## config.mk

```make
export PLATFORM = sky130hd
export DESIGN_NAME = tpx3_rx_aligner
export DESIGN_NICKNAME = d
export VERILOG_FILES = /design/src/rtl/tpx3_rx_aligner.sv
export SDC_FILE = /design/constraint.sdc
export NUM_CORES = 1
export LEC_CHECK = 0
export ABC_CLOCK_PERIOD_IN_PS = 1900
export CAP_MARGIN = 20
export CORE_MARGIN = 3
export CORE_UTILIZATION = 40
export CTS_CLUSTER_DIAMETER = 120
export DETAILED_ROUTE_END_ITERATION = 6
export PLACE_DENSITY = 0.7
export SLEW_MARGIN = 0
export SYNTH_ARGS = -nofsm -noshare
export SYNTH_HDL_FRONTEND = slang
export SYNTH_SLANG_ARGS = --single-unit
export TNS_END_PERCENT = 20
```

## constraint.sdc

```tcl
create_clock -name i_clk320 -period 1.9 [get_ports i_clk320]
set_input_delay 0.19 -clock i_clk320 [delete_from_list [all_inputs] [get_ports i_clk320]]
set_output_delay 0.19 -clock i_clk320 [all_outputs]
set_load 0.01 [all_outputs]
```

## src/rtl/tpx3_rx_aligner.sv

```systemverilog
// ---------------------------------------------------------------------------
// tpx3_rx_aligner
//   Comma aligner for one Timepix3 8b/10b serial data lane. It sits between
//   the lane pin (sampled one bit per i_clk320 rising edge) and the 8b/10b
//   decoder. It finds K28.5 commas, locks the 10-bit symbol boundary, and
//   emits one aligned symbol every 10 clocks. It also tracks loss of lock.
//
//   Lock acquisition: SEARCH -> CHECK -> LOCKED after LOCK_COMMAS commas
//   that land on the same boundary. The first comma counts toward that
//   total. Lock drops after LOSS_COMMAS consecutive commas seen off the
//   locked boundary.
//
// Ports
//   i_clk320      in   1   bit clock, one line bit per rising edge
//   i_rst_n       in   1   asynchronous active-low reset
//   i_enable      in   1   0: FSM held in SEARCH, counters cleared, no output
//   i_rx_bit      in   1   serial line bit, 8b/10b bit 'a' transmitted first
//   o_data_out    out  10  aligned symbol, bit0='a' ... bit9='j'
//   o_data_valid  out  1   one-cycle strobe, o_data_out valid
//   o_data_k      out  1   o_data_out is K28.5 (either disparity)
//   o_locked      out  1   FSM is in LOCKED
//   o_loss_cnt    out  8   lock-loss events, saturates at 255
// ---------------------------------------------------------------------------
module tpx3_rx_aligner #(
  parameter int LOCK_COMMAS = 4,
  parameter int LOSS_COMMAS = 3
) (
  input  logic       i_clk320,
  input  logic       i_rst_n,
  input  logic       i_enable,
  input  logic       i_rx_bit,
  output logic [9:0] o_data_out,
  output logic       o_data_valid,
  output logic       o_data_k,
  output logic       o_locked,
  output logic [7:0] o_loss_cnt
);

  localparam int GW = $clog2(LOCK_COMMAS + 1);
  localparam int MW = $clog2(LOSS_COMMAS + 1);

  // K28.5 as it sits in the shift register (bit0 = 'a'), both disparities.
  localparam logic [9:0] K285_RDN = 10'b0101111100;
  localparam logic [9:0] K285_RDP = 10'b1010000011;

  localparam logic [GW-1:0] GOOD_ONE  = GW'(1);
  localparam logic [GW-1:0] GOOD_LAST = GW'(LOCK_COMMAS - 1);
  localparam logic [MW-1:0] MISS_ONE  = MW'(1);
  localparam logic [MW-1:0] MISS_LAST = MW'(LOSS_COMMAS - 1);
  localparam logic [3:0]    PHASE_MAX = 4'd9;

  typedef enum logic [1:0] {
    ST_SEARCH = 2'd0,
    ST_CHECK  = 2'd1,
    ST_LOCKED = 2'd2
  } state_t;

  // Full-symbol K28.5 match, independent of running disparity.
  function automatic logic is_comma(input logic [9:0] sym);
    return (sym == K285_RDN) || (sym == K285_RDP);
  endfunction

  logic [9:0]    r_sr;
  logic [3:0]    r_bit_cnt;
  logic [GW-1:0] r_good_cnt;
  logic [MW-1:0] r_miss_cnt;
  state_t        r_state;

  logic          w_comma;
  logic          w_aligned;
  logic          w_realign;

  // Comma/phase decode on the current shift-register contents.
  always_comb begin
    w_comma   = is_comma(r_sr);
    w_aligned = (r_bit_cnt == PHASE_MAX);
    w_realign = 1'b0;
    if (i_enable && w_comma) begin
      case (r_state)
        ST_SEARCH: w_realign = 1'b1;
        ST_CHECK:  w_realign = !w_aligned;
        default:   w_realign = 1'b0;  // LOCKED never moves the boundary
      endcase
    end else begin
      w_realign = 1'b0;
    end
  end

  // Line shift register: newest bit enters at bit9, oldest leaves bit0.
  always_ff @(posedge i_clk320 or negedge i_rst_n) begin
    if (!i_rst_n) begin
      r_sr <= 10'd0;
    end else begin
      r_sr <= {i_rx_bit, r_sr[9:1]};
    end
  end

  // Mod-10 symbol phase. A realign zeroes it so that the next boundary is
  // exactly ten edges after the comma that caused it.
  always_ff @(posedge i_clk320 or negedge i_rst_n) begin
    if (!i_rst_n) begin
      r_bit_cnt <= 4'd0;
    end else if (w_realign) begin
      r_bit_cnt <= 4'd0;
    end else if (r_bit_cnt == PHASE_MAX) begin
      r_bit_cnt <= 4'd0;
    end else begin
      r_bit_cnt <= r_bit_cnt + 4'd1;
    end
  end

  // Alignment FSM together with its registered outputs.
  always_ff @(posedge i_clk320 or negedge i_rst_n) begin
    if (!i_rst_n) begin
      r_state      <= ST_SEARCH;
      r_good_cnt   <= '0;
      r_miss_cnt   <= '0;
      o_data_out   <= 10'd0;
      o_data_valid <= 1'b0;
      o_data_k     <= 1'b0;
      o_locked     <= 1'b0;
      o_loss_cnt   <= 8'd0;
    end else if (!i_enable) begin
      // Loss counter is neither bumped nor cleared while disabled.
      r_state      <= ST_SEARCH;
      r_good_cnt   <= '0;
      r_miss_cnt   <= '0;
      o_data_valid <= 1'b0;
      o_locked     <= 1'b0;
    end else begin
      // Emission depends on the state before this edge, so the symbol that
      // completes lock is not emitted.
      if ((r_state == ST_LOCKED) && w_aligned) begin
        o_data_out   <= r_sr;
        o_data_k     <= w_comma;
        o_data_valid <= 1'b1;
      end else begin
        o_data_valid <= 1'b0;
      end

      case (r_state)
        ST_SEARCH: begin
          if (w_comma) begin
            r_good_cnt <= GOOD_ONE;
            if (LOCK_COMMAS <= 1) begin
              r_state    <= ST_LOCKED;
              r_miss_cnt <= '0;
              o_locked   <= 1'b1;
            end else begin
              r_state <= ST_CHECK;
            end
          end
        end

        ST_CHECK: begin
          if (w_comma && w_aligned) begin
            r_good_cnt <= r_good_cnt + GOOD_ONE;
            if (r_good_cnt == GOOD_LAST) begin
              r_state    <= ST_LOCKED;
              r_miss_cnt <= '0;
              o_locked   <= 1'b1;
            end
          end else if (w_comma) begin
            // Boundary moved: restart the count on the new phase.
            r_good_cnt <= GOOD_ONE;
          end
        end

        ST_LOCKED: begin
          if (w_comma && w_aligned) begin
            r_miss_cnt <= '0;
          end else if (w_comma) begin
            if (r_miss_cnt == MISS_LAST) begin
              r_state    <= ST_SEARCH;
              r_good_cnt <= '0;
              r_miss_cnt <= '0;
              o_locked   <= 1'b0;
              if (o_loss_cnt != 8'hFF) begin
                o_loss_cnt <= o_loss_cnt + 8'd1;
              end
            end else begin
              r_miss_cnt <= r_miss_cnt + MISS_ONE;
            end
          end
        end

        default: begin
          r_state    <= ST_SEARCH;
          r_good_cnt <= '0;
          r_miss_cnt <= '0;
          o_locked   <= 1'b0;
        end
      endcase
    end
  end

endmodule

```

# == Word-level counts from Yosys, hierarchy flattened ==
# Cells that the tools add are included.
# Widths: inputs -> output; s select.
# word_totals
ff_bits,42
out_inout_bits,21
word_cells,78
# classes
addsub,4
n_eq_ne,16
mux,35
bitwise_logic,1
n_reduce_logical,12
# op_table
op,count
$mux 2,13
$mux 3,6
$reduce_and 6->1,3
$ne 3x3->1 const B,5
$pmux 2 s3,2
$eq 10x10->1 const B,1
$eq 10x9->1 const B,1
$mux 1,9
$pmux 3 s3,1
$add 8x1->8 const B,1
$mux 4,2
$ne 8x8->1 const B,1
$add 4x1->4 const B,1
$eq 2x2->1 const B,2
$eq 4x4->1 const B,1
$ne 4x3->1 const B,1
$reduce_and 4->1,1
$add 3x1->3 const B,1
$eq 3x2->1 const B,1
$logic_and 1x1->1,3
$ne 3x2->1 const B,1
$pmux 1 s3,1
$reduce_and 3->1,1
$add 2x1->2 const B,1
other kinds (8),8

# == Longest topological paths before layout ==
# Gate-level depths: netlist of run 1.
# depth
depth_word,6
mapped_depth,8
ltp_nobuf,7

# == Worst setup path after synthesis of run 1 ==
# No wires, ideal clock.
# synth_timing
path_kind,reg2reg
from,register r_sr[5]
to,register r_miss_cnt[0]
setup_ns,0.092
arrival_time_ns,1.989
setup_slack_ns,-0.181
path_stages_with_launch,6
n_path_buf,0
cell_sequence,dfrtp_1 or4b_1 or4_1 and2_4 or3_1 o31ai_2
# synth_via
elab_chain_cells,6
# synth_lines
item,line,source
start: declaration,63,logic [9:0] r_sr;
start signal: assignment,94,"r_sr <= {i_rx_bit, r_sr[9:1]};"
$eq 10x9->1 / $eq 10x10->1 (equally long branches),60,return (sym == K285_RDN) || (sym == K285_RDP);
$logic_or 1x1->1 (*),60,
$logic_and 1x1->1,"156, 170",
$mux 2,170,if (w_comma && w_aligned) begin
$pmux 2 s3,141,case (r_state)
$mux 2,123,end else if (!i_enable) begin
end signal: assignment,182,r_miss_cnt <= r_miss_cnt + MISS_ONE;
end: declaration,66,logic [MW-1:0] r_miss_cnt;
# Every way passes the cells marked *; elsewhere a longest branch is shown, timed or not.
# A chain may end at the register's enable or synchronous reset.

# == Worst setup path in the final report of run 1 ==
# layout_timing
from,register r_sr[4]
to,register r_miss_cnt[0]
# The elaborated chain is that of the path after synthesis.

==> flow_summary_export.csv, run 1 <==
group,metric,value,unit
run_status,outcome,"finished with violations",
run_status,violations,"negative setup slack",
placement,dp_slack,-0.216,ns
critical_path,reg2reg_depth,5,
pwr,power.density,728,nW/um^2
synthesis,synth_seq_cells,42,
routing,wl,3300,um
critical_path,cpPeakStageDelay,0.50,ns
critical_path,crit_start,"r_sr[4]$_DFF_PN0_",
clocking,clock_latency,0.29,ns
routing,firstDrtPassIters,4,
timing,fin_skew,0.00679,ns
clocking,cts_tree,"built",
pwr,p_leak,1.05,nW
clocking,cts.sinks,42,
critical_path,crit_path_top_delay_cell,"or4b_1",
synthesis,async_flop_share,100,%
timing,slew_headroom,60.5,%
routing,drc,0,
synthesis,synth_edf_count,0,
final_layout,drive_gt1_share,23.0,%
clocking,cts_inserted_buffers,5,
grt,grt_usage,14.6,%
synthesis,synth_ff_type,"dfrtp_1",
pwr,switching_share,23.3,%
timing,layout_worst_path_cycle_share,111,%
timing,worst_slack,-0.207,ns
synthesis,synth_area,1760,sq um
critical_path,end_kind,"flip-flop",
synthesis,muxShareOfSynthArea,7.06,%
clocking,cts_root_buf,"clkbuf_8",
floorplan,start_util,42.7,%
synthesis,synth-adder-area-share,3.56,%
grt,grt_antenna_before_repair,0,
routing,via_per_inst,5.11,
final_layout,antenna_cells,0,
synthesis,yosys_warnings,0,
critical_path,cp_cell_sequence,"or4b_1, or4_4, and2_4, or3_4, o31ai_4",
critical_path,required,2.11,ns
synthesis,ys_types,37,
timing,setup_viol,19,
routing,vias,1211,
final_layout,area_growth,31.6,%
placement,port-buffer-count,24,
pwr,power.internal,1.29,mW
hold_path,hold_end,"r_sr[9]$_DFF_PN0_",
grt,grt_overflow_total,0,
job,maxCapViolCount,0,
critical_path,worstPathArrival,2.32,ns
timing,drv_slew,0,
critical_path,reg2reg_slack,-0.21,ns
synthesis,synthSimpleGateAreaFrac,15.1,%
floorplan,core,4120,sq um
timing,worstMarginPinSlew,0.588,ns
floorplan,die_w,72.2,um
pwr,vdd_drop_max,0.000569,V
clocking,cts_max_level,2,
synthesis,synthCells,140,
timing,max_freq,0.475,GHz
synthesis,synth_top_family_by_area,"simple AND/OR/NAND/NOR gates",
floorplan,die_area,5220,sq um
clocking,cts_buffer_depth,2,
final_layout,nets,195,
pwr,clockPowerShare,34.8,%
grt,grt_pass1_vias,1303,
synthesis,syn_nets,149,
pwr,p_switching,0.393,mW
clocking,clkTransAtPathRegs,0.08,ns
critical_path,path_max_fanout,4,
critical_path,path_class,"flip-flop to flip-flop",
synthesis,avgSynthCellArea,12.5,sq um
routing,dr.first_iter.drc_count,69,
pwr,power_frac_comb,6.9,%
routing,post_drt_wl_per_cell,13.9,um
critical_path,worst_r2r_endpoint,"r_miss_cnt[0]$_DFFE_PN0P_",
placement,routabilityCongestion,0.736,
hold_path,worstHoldStart,"i_rx_bit",
timing,final_hold_viol_count,0,
grt,grt_pass1_wl,5970,um
placement,hpwl,2370,um
floorplan,row_count,23,
hold_path,hold_depth,1,
hold_path,hold_class,"primary input to flip-flop",
critical_path,start_kind,"flip-flop",
grt,grt_max_degree,43,
synthesis,synth_compound_area_share,8.55,%
timing,finalCriticalPeriod,2.11,ns
synthesis,ys_seq_area_share,59.9,%
pwr,p_total,1.68,mW
routing,ant_nets,0,
floorplan,dieHeight,72.2,um
floorplan,ios,25,
timing,grt_setup_unrepaired,"true",
synthesis,synth_xor_area_share,4.49,%
pwr,seqPwrFrac,58.4,%
critical_path,regToRegStartpoint,"r_sr[4]$_DFF_PN0_",
[layout by cell type (no fill, tap or decap), types with 2 or more instances in the layout]
cell type	count
dfrtp_1	42
clkdlybuf4s50_1	23
buf_4	16
mux2_2	11
xnor2_1	9
nand4_1	8
nor2_1	8
a21oi_1	7
clkbuf_8	6
nand2_1	5
ha_1	5
nand3_1	4
inv_1	3
o211ai_1	3
and3_1	3
nor2b_1	2
a21o_1	2
nor3b_1	2
and2_1	2
[state kept, by name, summed over array words and instances (netlist names)]
signal / cells
o_data_k: 1
o_loss_cnt: 8
r_sr: 10
o_data_valid: 1
r_miss_cnt: 2
r_bit_cnt: 4
o_locked: 1
o_data_out: 10
r_state: 2
r_good_cnt: 3
[power groups by stage]
stage	logic (mW)	registers [mW]	clock network, mW
floorplan	0.0678	0.989	0
global placement	0.105	0.994	0
detailed placement	0.117	0.999	0
CTS	0.119	0.983	0.603
global route	0.137	0.991	0.647
finish	0.115	0.982	0.585
[cell type report]
cell class | count | area (sq um)
timing repair buffer | 42 | 385
fill | 347 | 1810
tap | 50 | 62.6
multi-input combinational | 92 | 708
sequential | 42 | 1050
clock inverter | 1 | 5.00
inverter | 3 | 11.3
clock buffer | 7 | 86.3
[Yosys cell counts (3+ instances only)]
cell type  count  share of area [%]
o211ai_1       3                1.3
xnor2_1        9                4.5
ha_1           5                3.6
nand3_1        4                1.1
nand2_1        5                1.1
a21oi_1        7                2.0
nand4_1        8                2.9
nor2_1         8                1.7
inv_1          3               0.64
and3_1         3                1.1
mux2_2        11                7.1
dfrtp_1       42                 60
[how the worst max path moves through the flow]
stage	slack, ns	to	cells past startpoint
after floorplan	-0.15	r_miss_cnt[0]$_DFFE_PN0P_	5
after global placement	-0.16	r_miss_cnt[0]$_DFFE_PN0P_	5
after detailed placement	-0.22	r_miss_cnt[0]$_DFFE_PN0P_	5
after CTS	-0.22	r_miss_cnt[0]$_DFFE_PN0P_	5
after global routing	-0.30	r_miss_cnt[0]$_DFFE_PN0P_	6
final	-0.21	r_miss_cnt[0]$_DFFE_PN0P_	5
[cells by family (layout without fill, tap and decap cells)]
group,Yosys count,in the layout
compound gates,22,22
xor+xnor,9,9
fa+ha+maj,5,5
buf+inv,6,53
flops,42,42
mux,11,11
simple gates,45,45
[worst max-delay path, delay by kind of cell, from the launching register on]
family,cells,cell delay [ns]
AOI/OAI and AO/OA,1,0.17
DFF,1,0.40
and+or+nand+nor,4,1.47
[stage by stage]
stage | hold slack, ns | setup TNS [ns] | util (%) | std cells | area, sq um
floorplan | -0.106 | -0.892 | - | 140 | 1760
global placement | 0.275 | -1.25 | 52.8 | 226 | 2170
detailed placement | 0.290 | -1.99 | 52.8 | 226 | 2170
CTS | 0.328 | -1.92 | 55.6 | 236 | 2290
global route | 0.325 | -3.40 | 56.1 | 237 | 2310
finish | 0.335 | -1.74 | 56.1 | 237 | 2310
[per-layer routing]
layer	wire length [um]	GRT usage, %	vias up
li1	-	-	598
met1	1560	18.7	586
met2	1560	23.9	22
met3	132	3.74	5
met4	46	5.01	0
met5	0	0	-
[repair_timing]
action                                  in CTS  in global routing
hold buffers                                 1                  0
setup buffers                                1                  1
hold endpoints to repair                    42                  0
endpoints found under the setup margin      19                 20
pin swaps                                    2                  0
resized for setup                            3                  2
gates cloned                                 0                  0
Power figures use the tool's default switching activity.
==> run 2: changes to the inputs <==
- CORE_UTILIZATION: 40 -> 35
- MAX_ROUTING_LAYER: default -> met4
- PLACE_DENSITY: 0.7 -> 0.63
==> flow_summary_export.csv, run 2 (synthesized netlist as in run 1, its figures left out) <==
group,metric,value,unit
run_status,outcome,"finished with violations",
run_status,violations,"negative setup slack",
job,maxCapViolCount,0,
placement,post-place-cells,242,
clocking,cts_inserted_buffers,5,
floorplan,ios,25,
floorplan,start_util,36.7,%
timing,grt_setup_unrepaired,"true",
final_layout,final_cells,250,
routing,via_per_inst,4.93,
floorplan,row_count,25,
routing,firstDrtPassIters,4,
final_layout,layout_commonest_cell,"dfrtp_1",
placement,port-buffer-count,24,
critical_path,required,2.10,ns
grt,grt_pass1_wl,5870,um
timing,max_freq,0.476,GHz
hold_path,hold_class,"primary input to flip-flop",
critical_path,reg2reg_depth,5,
final_layout,layout_common_cells,"42 x dfrtp_1, 23 x clkdlybuf4s50_1, 15 x buf_4",
routing,vias,1233,
critical_path,worstPathArrival,2.30,ns
critical_path,path_max_fanout,2,
timing,slew_headroom,61.6,%
hold_path,hold_depth,1,
pwr,switching_share,22.5,%
pwr,power.density,721,nW/um^2
clocking,clkTransAtPathRegs,0.07,ns
placement,hpwl,2360,um
final_layout,antenna_cells,0,
floorplan,core,4790,sq um
critical_path,end_kind,"flip-flop",
clocking,cts_max_level,2,
critical_path,regToRegStartpoint,"r_sr[5]$_DFF_PN0_",
final_layout,final_area,2290,sq um
final_layout,area_growth,30.4,%
routing,wl,3280,um
timing,setup_viol,16,
floorplan,dieHeight,76.8,um
pwr,power.internal,1.28,mW
clocking,cts_buffer_depth,2,
timing,fin_skew,0.00466,ns
final_layout,drive_gt1_share,22.4,%
final_layout,top_regs,"o_data_out: 10 flops, r_sr: 10 flops, o_loss_cnt: 8 flops",
clocking,cts_tree,"built",
clocking,clock_latency,0.28,ns
clocking,cts_root_buf,"clkbuf_8",
floorplan,die_area,5900,sq um
timing,finalCriticalPeriod,2.10,ns
final_layout,fill_cells,445,
placement,routabilityCongestion,0.885,
grt,grt_overflow_total,0,
hold_path,worstHoldStart,"i_rx_bit",
hold_path,hold_end,"r_sr[9]$_DFF_PN0_",
timing,final_hold_viol_count,0,
final_layout,nets,193,
timing,drv_slew,0,
critical_path,worst_r2r_endpoint,"r_miss_cnt[0]$_DFFE_PN0P_",
grt,grt_pass1_vias,1297,
pwr,seqPwrFrac,59.6,%
grt,grt_antenna_before_repair,0,
critical_path,path_class,"flip-flop to flip-flop",
grt,grt_usage,12.4,%
routing,post_drt_wl_per_cell,13.1,um
pwr,power_frac_comb,7.0,%
pwr,p_switching,0.372,mW
critical_path,start_kind,"flip-flop",
timing,layout_worst_path_cycle_share,111,%
routing,drc,0,
grt,grt_max_degree,43,
routing,ant_nets,0,
timing,worstMarginPinSlew,0.572,ns
critical_path,reg2reg_slack,-0.20,ns
pwr,vdd_drop_max,0.000498,V
floorplan,die_w,76.8,um
timing,worst_slack,-0.202,ns
routing,dr.first_iter.drc_count,53,
clocking,cts.sinks,42,
placement,place_area,2170,sq um
pwr,clockPowerShare,33.5,%
pwr,p_leak,1.03,nW
critical_path,crit_start,"r_sr[5]$_DFF_PN0_",
run 2: worst max-delay path by stage:
stage,end,slack [ns],cells past startpoint
floorplan,r_miss_cnt[0]$_DFFE_PN0P_,-0.15,5
global placement,r_miss_cnt[0]$_DFFE_PN0P_,-0.14,5
detailed placement,r_miss_cnt[0]$_DFFE_PN0P_,-0.16,5
CTS,r_miss_cnt[0]$_DFFE_PN0P_,-0.17,5
global route,r_miss_cnt[0]$_DFFE_PN0P_,-0.27,5
finish,r_miss_cnt[0]$_DFFE_PN0P_,-0.20,5
run 2: cell type report:
type	instances	area (sq um)	area share, %
repair buffers	40	358	15.6
flip-flops and latches	42	1050	45.9
clock buffers	6	82.6	3.61
multi-input cells	92	702	30.7
inverters	3	11.3	0.492
well taps	67	83.8	3.66
run 2: repair_timing:
item | CTS | global route
endpoints found under the hold margin | 42 | 0
pin swaps | 1 | 1
buffers inserted | 0 | 1
endpoints found under the setup margin | 16 | 19
gates resized for setup | 3 | 2
hold buffers | 1 | 0
run 2: critical path, cell delays in order, from the launching register on:
cell	delay, ns
dfrtp_1	0.37
or4b_1	0.52
or4_4	0.43
and2_4	0.15
or3_4	0.36
o31ai_2	0.17
run 2: stage by stage:
step / utilization [%] / setup slack, ns / power, mW / hold slack, ns / TNS (ns)
after floorplan: - / -0.154 / 1.06 / -0.106 / -0.892
after global placement: 45.4 / -0.137 / 1.10 / 0.277 / -1.42
after detailed placement: 45.4 / -0.165 / 1.11 / 0.292 / -1.78
after CTS: 47.5 / -0.173 / 1.68 / 0.338 / -1.70
after global routing: 47.8 / -0.271 / 1.73 / 0.358 / -2.64
final: 47.8 / -0.202 / 1.65 / 0.344 / -1.32
run 2: layer usage:
metal / share of wire [%] / GRT usage [%] / vias to the layer above
met5: 0 / - / -
met3: 5.2 / 3.87 / 4
met2: 50 / 20.4 / 34
li1: - / - / 589
met1: 44 / 14.5 / 606
met4: 0.76 / 3.80 / 0
run 2: power groups by stage:
stage / logic (mW) / clock network (mW) / registers [mW]
floorplan: 0.0678 / 0 / 0.989
global placement: 0.108 / 0 / 0.994
detailed placement: 0.115 / 0 / 0.998
CTS: 0.118 / 0.580 / 0.981
global route: 0.133 / 0.611 / 0.989
finish: 0.115 / 0.552 / 0.982
==> run 3: changes to the inputs <==
- CAP_MARGIN: 20 -> default
- MAX_ROUTING_LAYER: met4 -> default
==> flow_summary_export.csv, run 3 (synthesized netlist as in run 1, its figures left out) <==
group,metric,value,unit
clocking,clock_latency,0.28,ns
clocking,cts_root_buf,"clkbuf_8",
clocking,cts.sinks,42,
timing,final_hold_viol_count,0,
final_layout,multi_input_area,702,sq um
critical_path,path_class,"flip-flop to flip-flop",
timing,layout_worst_path_cycle_share,111,%
clocking,cts_buffer_depth,2,
placement,port-buffer-count,24,
floorplan,die_w,76.8,um
job,maxCapViolCount,0,
timing,setup_viol,16,
grt,grt_max_degree,43,
critical_path,reg2reg_depth,5,
final_layout,antenna_cells,0,
critical_path,required,2.10,ns
floorplan,start_util,36.7,%
routing,dr.first_iter.drc_count,53,
grt,grt_antenna_before_repair,0,
final_layout,area_growth,30.4,%
floorplan,dieHeight,76.8,um
clocking,cts_inserted_buffers,5,
timing,finalCriticalPeriod,2.10,ns
pwr,vdd_drop_max,0.000499,V
timing,max_freq,0.476,GHz
routing,via_per_inst,4.93,
timing,grt_setup_unrepaired,"true",
final_layout,drive_gt1_share,22.4,%
pwr,p_total,1.65,mW
run_status,outcome,"finished with violations",
pwr,p_leak,1.03,nW
hold_path,hold_depth,1,
clocking,cts_tree,"built",
clocking,cts_max_level,2,
floorplan,core,4790,sq um
placement,hpwl,2360,um
floorplan,ios,25,
routing,drc,0,
critical_path,regToRegStartpoint,"r_sr[5]$_DFF_PN0_",
final_layout,top_regs,"o_data_out: 10 flops, r_sr: 10 flops, o_loss_cnt: 8 flops",
routing,vias,1232,
hold_path,hold_class,"primary input to flip-flop",
pwr,power.density,721,nW/um^2
placement,routabilityCongestion,0.871,
pwr,p_switching,0.372,mW
final_layout,layout_commonest_cell,"dfrtp_1",
floorplan,row_count,25,
run_status,violations,"negative setup slack",
timing,whs,0.343,ns
final_layout,seqCellArea,1050,sq um
timing,drv_slew,0,
pwr,clockPowerShare,33.5,%
pwr,switching_share,22.6,%
final_layout,fill_cells,445,
routing,ant_nets,0,
critical_path,start_kind,"flip-flop",
final_layout,nets,193,
final_layout,layout_common_cells,"42 x dfrtp_1, 23 x clkdlybuf4s50_1, 15 x buf_4",
pwr,power_frac_comb,7.0,%
grt,grt_usage,12.0,%
hold_path,worstHoldStart,"i_rx_bit",
timing,worstMarginPinSlew,0.572,ns
grt,grt_pass1_wl,5870,um
routing,post_drt_wl_per_cell,13.1,um
grt,grt_overflow_total,0,
pwr,power.internal,1.28,mW
critical_path,crit_start,"r_sr[5]$_DFF_PN0_",
clocking,clkTransAtPathRegs,0.07,ns
critical_path,path_max_fanout,2,
timing,slew_headroom,61.6,%
routing,firstDrtPassIters,4,
grt,grt_pass1_vias,1297,
timing,fin_skew,0.00505,ns
critical_path,end_kind,"flip-flop",
critical_path,worstPathArrival,2.30,ns
timing,worst_slack,-0.202,ns
floorplan,die_area,5900,sq um
routing,wl,3280,um
pwr,seqPwrFrac,59.5,%
==> run 3: cell counts in the layout (fill, tap and decap cells not counted) <==
Identical to the previous run, type by type.
==> run 3: path summary, 6_finish.rpt <==
kind	to	slack, ns
worst max-delay path	r_miss_cnt[0]$_DFFE_PN0P_	-0.20
worst min-delay path	r_sr[9]$_DFF_PN0_	0.34
worst max register to register	r_miss_cnt[0]$_DFFE_PN0P_	-0.20
worst min register to register	r_sr[2]$_DFF_PN0_	0.44
max in group asynchronous	o_data_out[4]$_DFFE_PN0P_	1.04
min in group asynchronous	o_loss_cnt[2]$_DFFE_PN0P_	0.51
==> run 3: cell type report <==
class / count / share of cell area [%]
well taps: 67 / 3.66
repair buffers: 40 / 15.6
multi-input cells: 92 / 30.7
clock buffers: 6 / 3.61
inverters: 3 / 0.492
flip-flops and latches: 42 / 45.9
==> run 3: metal layers <==
metal	track usage [%]	vias up	routed length (um)
met5	0	-	0
met4	3.80	0	25
met1	14.2	605	1400
met3	4.34	4	199
li1	-	589	-
met2	20.4	34	1650
==> run 3: power by group through the flow <==
stage	Combinational (mW)	Clock, mW	Sequential [mW]
2_1_floorplan	0.0678	0	0.989
3_3_place_gp	0.108	0	0.994
3_5_place_dp	0.115	0	0.998
4_1_cts	0.118	0.580	0.981
5_1_grt	0.133	0.611	0.989
6_report	0.115	0.552	0.982
==> run 3: critical path, stage by stage (launching register included) <==
cell	delay, ns
dfrtp_1	0.37
or4b_1	0.52
or4_4	0.43
and2_4	0.15
or3_4	0.36
o31ai_2	0.17
==> run 3: timing repair <==
action | 4_1_cts | 5_1_grt
setup buffers | 0 | 1
pin swaps | 1 | 1
setup endpoints to repair | 16 | 19
hold buffers | 1 | 0
endpoints found under the hold margin | 42 | 0
resized for setup | 3 | 2
==> run 3: per-stage QoR <==
step,cell area [sq um],TNS (ns),util [%],instances,worst slack (ns)
2_1_floorplan,1760,-0.892,-,140,-0.154
3_3_place_gp,2170,-1.42,45.4,242,-0.137
3_5_place_dp,2170,-1.78,45.4,242,-0.165
4_1_cts,2270,-1.70,47.5,249,-0.173
5_1_grt,2290,-2.64,47.8,250,-0.271
6_report,2290,-1.32,47.8,250,-0.202
